--- src/rtl/ct_noise_adder.sv ---
`default_nettype none
// ============================================================================
// ct_noise_adder: buffers the multiplier product stream and forms
// c = z + sext(e) + (m ? DELTA : 0) mod 2^QW, one coefficient per fire.
// Revision: 1.0
// ============================================================================
module ct_noise_adder #(
    parameter int N     = 16,
    parameter int QW    = 8,
    parameter int EW    = 4,
    parameter int DELTA = 2**(QW-1)
) (
    input  logic          clk,
    input  logic          a_rst_n,
    input  logic          z_tvalid,
    input  logic [QW-1:0] z_tdata,
    input  logic          z_tlast,
    input  logic          e_tvalid,
    output logic          e_tready,
    input  logic [EW:0]   e_tdata,
    input  logic          e_tlast,
    output logic          c_tvalid,
    input  logic          c_tready,
    output logic [QW-1:0] c_tdata,
    output logic          c_tlast,
    output logic          err_overflow,
    output logic          err_frame
);
    localparam int AW = (N > 1) ? $clog2(N) : 1;
    localparam int CW = $clog2(N + 1);
    localparam logic [AW-1:0] C_LAST_IDX = AW'(N - 1);
    localparam logic [CW-1:0] C_FULL     = CW'(N);
    localparam logic [QW-1:0] C_DELTA    = QW'(DELTA);

    logic [1:0]    r_rst_sync;
    logic          w_rst_n;
    logic [QW-1:0] r_mem [N];
    logic [AW-1:0] r_wr_ptr;
    logic [AW-1:0] r_rd_ptr;
    logic [CW-1:0] r_count;
    logic [AW-1:0] r_wr_idx;
    logic [AW-1:0] r_pop_idx;

    logic          w_not_empty;
    logic          w_full;
    logic          w_out_free;
    logic          w_fire;
    logic          w_push;
    logic          w_drop;
    logic          w_wr_at_last;
    logic          w_pop_at_last;
    logic [QW-1:0] w_err_ext;
    logic [QW-1:0] w_msg;
    logic [QW-1:0] w_sum;

    function automatic logic [AW-1:0] wrap_inc(input logic [AW-1:0] p);
        return (p == C_LAST_IDX) ? '0 : p + 1'b1;
    endfunction

    // Reset asserts asynchronously but releases on a clock edge.
    always_ff @(posedge clk or negedge a_rst_n) begin
        if (!a_rst_n) begin
            r_rst_sync <= 2'b00;
        end else begin
            r_rst_sync <= {r_rst_sync[0], 1'b1};
        end
    end
    assign w_rst_n = r_rst_sync[1];

    assign w_not_empty   = (r_count != '0);
    assign w_full        = (r_count == C_FULL);
    assign w_out_free    = !c_tvalid || c_tready;
    assign w_fire        = w_not_empty && e_tvalid && w_out_free;
    assign e_tready      = w_not_empty && w_out_free;
    // A full buffer still accepts a beat when the head leaves in the same cycle.
    assign w_push        = z_tvalid && (!w_full || w_fire);
    assign w_drop        = z_tvalid && w_full && !w_fire;
    assign w_wr_at_last  = (r_wr_idx == C_LAST_IDX);
    assign w_pop_at_last = (r_pop_idx == C_LAST_IDX);

    assign w_err_ext = {{(QW-EW){e_tdata[EW-1]}}, e_tdata[EW-1:0]};
    assign w_msg     = e_tdata[EW] ? C_DELTA : '0;
    assign w_sum     = r_mem[r_rd_ptr] + w_err_ext + w_msg;

    always_ff @(posedge clk) begin
        if (w_push) begin
            r_mem[r_wr_ptr] <= z_tdata;
        end
    end

    always_ff @(posedge clk or negedge w_rst_n) begin
        if (!w_rst_n) begin
            r_wr_ptr  <= '0;
            r_rd_ptr  <= '0;
            r_count   <= '0;
            r_wr_idx  <= '0;
            r_pop_idx <= '0;
        end else begin
            if (w_push) begin
                r_wr_ptr <= wrap_inc(r_wr_ptr);
                r_wr_idx <= wrap_inc(r_wr_idx);
            end
            if (w_fire) begin
                r_rd_ptr  <= wrap_inc(r_rd_ptr);
                r_pop_idx <= wrap_inc(r_pop_idx);
            end
            if (w_push && !w_fire) begin
                r_count <= r_count + 1'b1;
            end else if (!w_push && w_fire) begin
                r_count <= r_count - 1'b1;
            end
        end
    end

    always_ff @(posedge clk or negedge w_rst_n) begin
        if (!w_rst_n) begin
            c_tvalid <= 1'b0;
            c_tdata  <= '0;
            c_tlast  <= 1'b0;
        end else if (w_fire) begin
            c_tvalid <= 1'b1;
            c_tdata  <= w_sum;
            c_tlast  <= w_pop_at_last;
        end else if (c_tready) begin
            c_tvalid <= 1'b0;
        end
    end

    always_ff @(posedge clk or negedge w_rst_n) begin
        if (!w_rst_n) begin
            err_overflow <= 1'b0;
            err_frame    <= 1'b0;
        end else begin
            if (w_drop) begin
                err_overflow <= 1'b1;
            end
            if ((w_push && (z_tlast != w_wr_at_last)) ||
                (w_fire && (e_tlast != w_pop_at_last))) begin
                err_frame <= 1'b1;
            end
        end
    end

endmodule
`default_nettype wire

--- config.mk ---
export PLATFORM = sky130hd
export DESIGN_NAME = ct_noise_adder
export DESIGN_NICKNAME = d
export VERILOG_FILES = /design/src/rtl/ct_noise_adder.sv
export SDC_FILE = /design/constraint.sdc
export NUM_CORES = 1
export LEC_CHECK = 0
export ABC_AREA = 1
export ABC_CLOCK_PERIOD_IN_PS = 1200
export CORE_ASPECT_RATIO = 2
export CORE_MARGIN = 10
export CORE_UTILIZATION = 47
export CTS_CLUSTER_DIAMETER = 150
export CTS_CLUSTER_SIZE = 8
export DETAILED_ROUTE_END_ITERATION = 8
export REMOVE_ABC_BUFFERS = 1
export SLEW_MARGIN = 20
export SYNTH_ARGS = -nofsm -noshare
export SYNTH_HDL_FRONTEND = slang
export SYNTH_SLANG_ARGS = --single-unit
--- constraint.sdc ---
create_clock -name clk -period 1.2 [get_ports clk]
set_input_delay 0.18 -clock clk [delete_from_list [all_inputs] [get_ports clk]]
set_output_delay 0.18 -clock clk [all_outputs]
set_load 0.005 [all_outputs]
Word level (Yosys, flattened, before mapping)
Memories as Yosys holds them, arrays and structs flattened. Index checks and enable logic that the tools add are counted.

Add/subtract/negate cells: 8. Eq/ne operators: 7. Reduce and logical (&&, ||, !) cells: 20. Mux-type cells: 11.

Operators with widths (number): adder 4 x 1 -> 4 bit, second input constant (4); adder 8 bit (2); equality test 4 bit, second input constant (4); 2-to-1 mux 4 bit (4); logical AND 1 bit (10); 2-to-1 mux 5 bit (2); 2-to-1 mux 8 bit (1); adder 5 x 1 -> 5 bit, second input constant (1); equality test 5 bit, second input constant (1); nonzero test 5 bit (1); subtractor 5 x 1 -> 5 bit, second input constant (1); zero test 1 bit (4); 2-to-1 mux 1 bit (4); nonzero test 2 bit (2); logical OR 1 bit (3); inequality test 1 bit (2).

RAM bits: 128. Logic and storage cells: 58. Register bits after elaboration: 35. Bits of input ports: 20. Memories kept: 1. Output and inout port bits: 13.

Memories: r_mem (words 16, bits a word 8, rd ports 1, clocked after memory_dff 0, write ports 1, RTL line 37) `logic [QW-1:0] r_mem [N];`.

Logic depth before layout (Yosys ltp)
Gate-level depths: netlist (run 1).

Depth in word-level cells: 9. Mapped depth: 19. Mapped depth without buffers: 16.

Worst setup path before layout (run 1)
OpenSTA, ideal clock, no wires.

Path type: register to register. Start: register r_rd_ptr[0]. End: register c_tdata[7]. Required time: 1.083 ns. Path buffers: 3. Period minus slack after synthesis: 2.807 ns. Data arrival time: 2.689 ns. Slack: -1.607 ns. Cell stages (with the launch flop): 18. Path through: dfrtp_1 -> buf_4 -> buf_2 -> buf_2 -> nor2_1 -> o22ai_1 -> o211ai_1 -> nand3_1 -> ha_1 -> ha_1 -> fa_1 -> nand4_1 -> nand3_1 -> nand2_1 -> nand2_1 -> nand3b_1 -> nand3_1 -> nand2_1.

Word-level cells in the longest chain between the ends: 3.

RTL lines: from (decl) (RTL line 39) `logic [AW-1:0] r_rd_ptr;`; from (signal assigned) (RTL line 104) `r_rd_ptr <= wrap_inc(r_rd_ptr);`; memory (16 x 8 bit); adder 8 bit (2 in series) (RTL line 83) `assign w_sum = r_mem[r_rd_ptr] + w_err_ext + w_msg;`; to (signal assigned) (RTL line 122) `c_tdata <= w_sum;`; to (decl) (RTL line 24) `output logic [QW-1:0] c_tdata,`.

No other way between the ends. A chain may end at the register's enable or synchronous reset.

Worst setup path in the final report (run 1)
Start: register r_rd_ptr[1]. End: register c_tdata[7].

Same word-level chain as after synthesis.

==> impl_metrics.csv, run 1 <==
group,metric,value,unit
sta,min_period_over_period,233.7,%
global_routing,grt.overflow.total,0,
global_routing,grt_pass1_wl,30.39,mm
sta,min_period,2.804,ns
setup_path,worstSetupPathType,"register to register",
synthesis,netlist_area,7214,um2
layout,area_growth,39.89,%
sta,rsz0062_at_grt,"yes",
clock_network,numCtsBuffers,17,
min_path,min_path_type,"register to async pin",
outcome,outcome,"finished with violations",
clock_network,clock_latency,0.43,ns
placed_design,placed_cells,923,
layout,drive_above_1_share,33.42,%
synthesis,synthTopCellsByCount,"edfxtp_1, nand2_1, nor2_1",
floorplanning,rows,64,
setup_path,end_kind,"register",
layout,fillCellCount,1068,
global_routing,track_usage,19.17,%
route,routedWlPerCell,20.98,um
route,drc,0,
synthesis,yosysUniqueCellTypes,40,
pwr,p_leak,4.008,nW
layout,insertedDiodeCount,0,
sta,setup_viol,162,
clock_network,cts_tree,"done",
setup_path,worstPathMaxFanout,5,
global_routing,grt_max_degree,33,
synthesis,avgSynthCellArea,11.52,um2
sta,whs,0.04557,ns
route,drt_iter0_drc,365,
setup_path,crit_path_top_delay_cell,"dfrtp_1",
clock_network,cts_max_level,4,
synthesis,synth_top_area_share,53.28,%
floorplanning,dieHeight,195.2,um
synthesis,ys_ff_latch,163,
setup_path,path_cells,"buf_6 > buf_12 > clkbuf_16 > o21ai_2 > o22ai_1 > o211ai_1 > nand3_1 > ha_4 > ha_4 > nand2_2 > inv_2 > nand4_1 > nand4_1 > nand2_2 > nand3b_1 > nand3_1 > nand2_1",
clock_network,cts_root_buffer,"clkbuf_16",
pwr,total_power,27.22,mW
clock_network,cts_num_sinks,163,
clock_network,cts_max_path_buffers,2,
setup_path,path_delay_family,"simple AND/OR/NAND/NOR gates",
synthesis,syn_inst,626,
route,via_per_inst,5.565,
setup_path,cp_data_arrival_time,3.12,ns
synthesis,ys_seq_area_share,65.42,%
outcome,violations,"setup timing",
placed_design,gp_congestion,0.8794,
route,routed_wl,20.61,mm
setup_path,start_kind,"register",
sta,clock_skew,0.009061,ns
layout,nets,817,
sta,hold_viol,0,
sta,drv_slew,0,
synthesis,async_flop_share,21.47,%
synthesis,synth_top_area_cell,"edfxtp_1",
sta,fin_ws,-1.604,ns
placed_design,dp_hpwl,12.42,mm
route,ant_nets,0,
floorplanning,die_x,107.6,um
global_routing,grt_pass1_vias,5576,
route,dr_total_vias,5465,
synthesis,synth_most_common_cell,"edfxtp_1",
placed_design,dp_slack,-1.670,ns
global_routing,antenna_found_initial,0,
setup_path,path_buf_inv,4,
setup_path,cp_data_required_time,1.51,ns
clock_network,clkTransAtPathRegs,0.07,ns
setup_path,max_stage_delay,0.43,ns
synthesis,synthTopCellsByArea,"edfxtp_1, dfrtp_1, nand2_1",
floorplanning,initial_core_util,47.42,%
synthesis,synth-edff-count,128,
pwr,irDropWorstVdd,0.001415,V
placed_design,portBuffers,32,
floorplanning,ios,33,
synthesis,yosys_most_used_dff,"edfxtp_1",
layout,fin_cells,982,
sta,timing.fmax,0.3566,GHz
synthesis,synth_warnings,0,
pwr,power_density,2697,nW/um2
floorplanning,dieArea,21010,um2
route,drtPass1Iterations,5,
floorplanning,core-area,15210,um2
flow_run,maxCapViolCount,0,
-- state kept, by name (all words and copies together) (netlist names), 2 cells and up --
signal / flops
r_wr_idx: 4
c_tdata: 8
r_mem: 128
r_wr_ptr: 4
r_count: 5
r_pop_idx: 4
r_rd_ptr: 4
r_rst_sync: 2
-- worst register-to-register path: cells and delay by family (launching register included) --
family | cells | cell delay, ns
buf+inv | 4 | 0.52
fa+ha+maj | 2 | 0.57
flops | 1 | 0.43
simple gates | 8 | 0.81
compound gates | 3 | 0.39
-- per-stage QoR --
stage	instance area, um2	TNS [ns]	utilization [%]
after CTS	9519	-96.37	62.57
after detailed placement	8429	-132.80	55.40
after global placement	8429	-127.84	55.40
final	10090	-102.83	66.33
after floorplan	7039	-166.45	-
after global routing	10090	-117.17	66.33
-- area by class of cell --
class	count	area, um2	area share [%]
flip-flops and latches	163	4721	46.78
clock buffers	19	442.9	4.389
well taps	198	247.7	2.455
repair buffers	155	1675	16.60
inverters	43	190.2	1.884
multi-input cells	391	2719	26.94
clock inverters	13	96.34	0.9546
-- power by group --
part           leakage (nW)  total [mW]  switching, mW  internal [mW]
Clock                 0.274        4.97           2.24           2.73
Combinational          2.16        14.7           7.47           7.24
Sequential             1.58        7.54          0.532           7.01
-- per-layer routing --
metal | GRT usage, % | part of all wire [%] | up-vias
met5 | 0 | 0 | -
met3 | 3.958 | 4.5 | 69
met4 | 10.80 | 5.7 | 0
li1 | - | - | 2505
met1 | 18.46 | 34 | 2697
met2 | 35.86 | 56 | 194
-- cell usage in the layout, fill, tap and decap left out, types with 6 or more instances in the layout --
| cell type | synthesis | routed |
|---|---|---|
| edfxtp_1 | 128 | 128 |
| nand2_1 | 106 | 95 |
| buf_4 | 4 | 84 |
| nor2_1 | 64 | 57 |
| inv_1 | 41 | 36 |
| dfrtp_1 | 35 | 34 |
| o21ai_0 | 62 | 32 |
| nand3_1 | 32 | 25 |
| clkbuf_16 | 0 | 21 |
| o21ai_1 | 4 | 20 |
| clkdlybuf4s50_1 | 0 | 19 |
| o21ai_2 | 6 | 18 |
| ha_4 | 0 | 16 |
| o22ai_1 | 19 | 14 |
| buf_12 | 1 | 14 |
| nand2_2 | 2 | 11 |
| nor3_1 | 17 | 11 |
| buf_6 | 1 | 11 |
| xnor2_1 | 9 | 8 |
| ha_1 | 24 | 8 |
| inv_4 | 0 | 7 |
| o221ai_1 | 9 | 7 |
| nand3_2 | 2 | 7 |
| nor2_2 | 0 | 6 |
| a21oi_2 | 0 | 6 |
-- cell families (layout without fill, tap and decap cells) --
logic type	count (synthesis)	count (layout)	synth area share (%)
AND/OR/NAND/NOR	230	230	13.61
flip-flops	163	163	65.42
AO/OA/AOI/OAI	119	119	9.712
buffers and inverters	72	230	4.665
adder cells (fa/ha/maj)	26	26	4.717
XOR/XNOR	15	15	1.821
other	1	1	0.05198
-- repair_timing --
item                                    CTS  global route
gates cloned                              6             4
endpoints found under the setup margin  174           170
hold buffers                              1             0
gates resized for setup                 100           106
setup buffers                             8            13
endpoints found under the hold margin     2             0
pin swaps                                29            65
-- path summary, 6_finish.rpt --
| path | from | end | slack (ns) | depth (start not counted) |
|---|---|---|---|---|
| hold reg to reg | r_rst_sync[1]$_DFF_PN0_ | err_overflow$_DFFE_PN0P_ | 0.05 | 0 |
| setup / recovery | r_rd_ptr[1]$_DFFE_PN0P_ | c_tdata[7]$_DFFE_PN0P_ | -1.60 | 17 |
| min in group clk | r_rst_sync[0]$_DFF_PN0_ | r_rst_sync[1]$_DFF_PN0_ | 0.36 | 0 |
| max in group asynchronous | a_rst_n | r_rst_sync[1]$_DFF_PN0_ | 0.64 | 2 |
| setup reg to reg | r_rd_ptr[1]$_DFFE_PN0P_ | c_tdata[7]$_DFFE_PN0P_ | -1.60 | 17 |
| hold / removal | r_rst_sync[1]$_DFF_PN0_ | err_overflow$_DFFE_PN0P_ | 0.05 | 0 |
No activity file was read; power rests on OpenSTA's default activity.
==> inputs of run 2 (changes only) <==
Settings changed: CTS_CLUSTER_DIAMETER 150 to unset.
==> results of run 2 <==
Same layout as run 1: the final DEF is identical, and so are final timing and power.
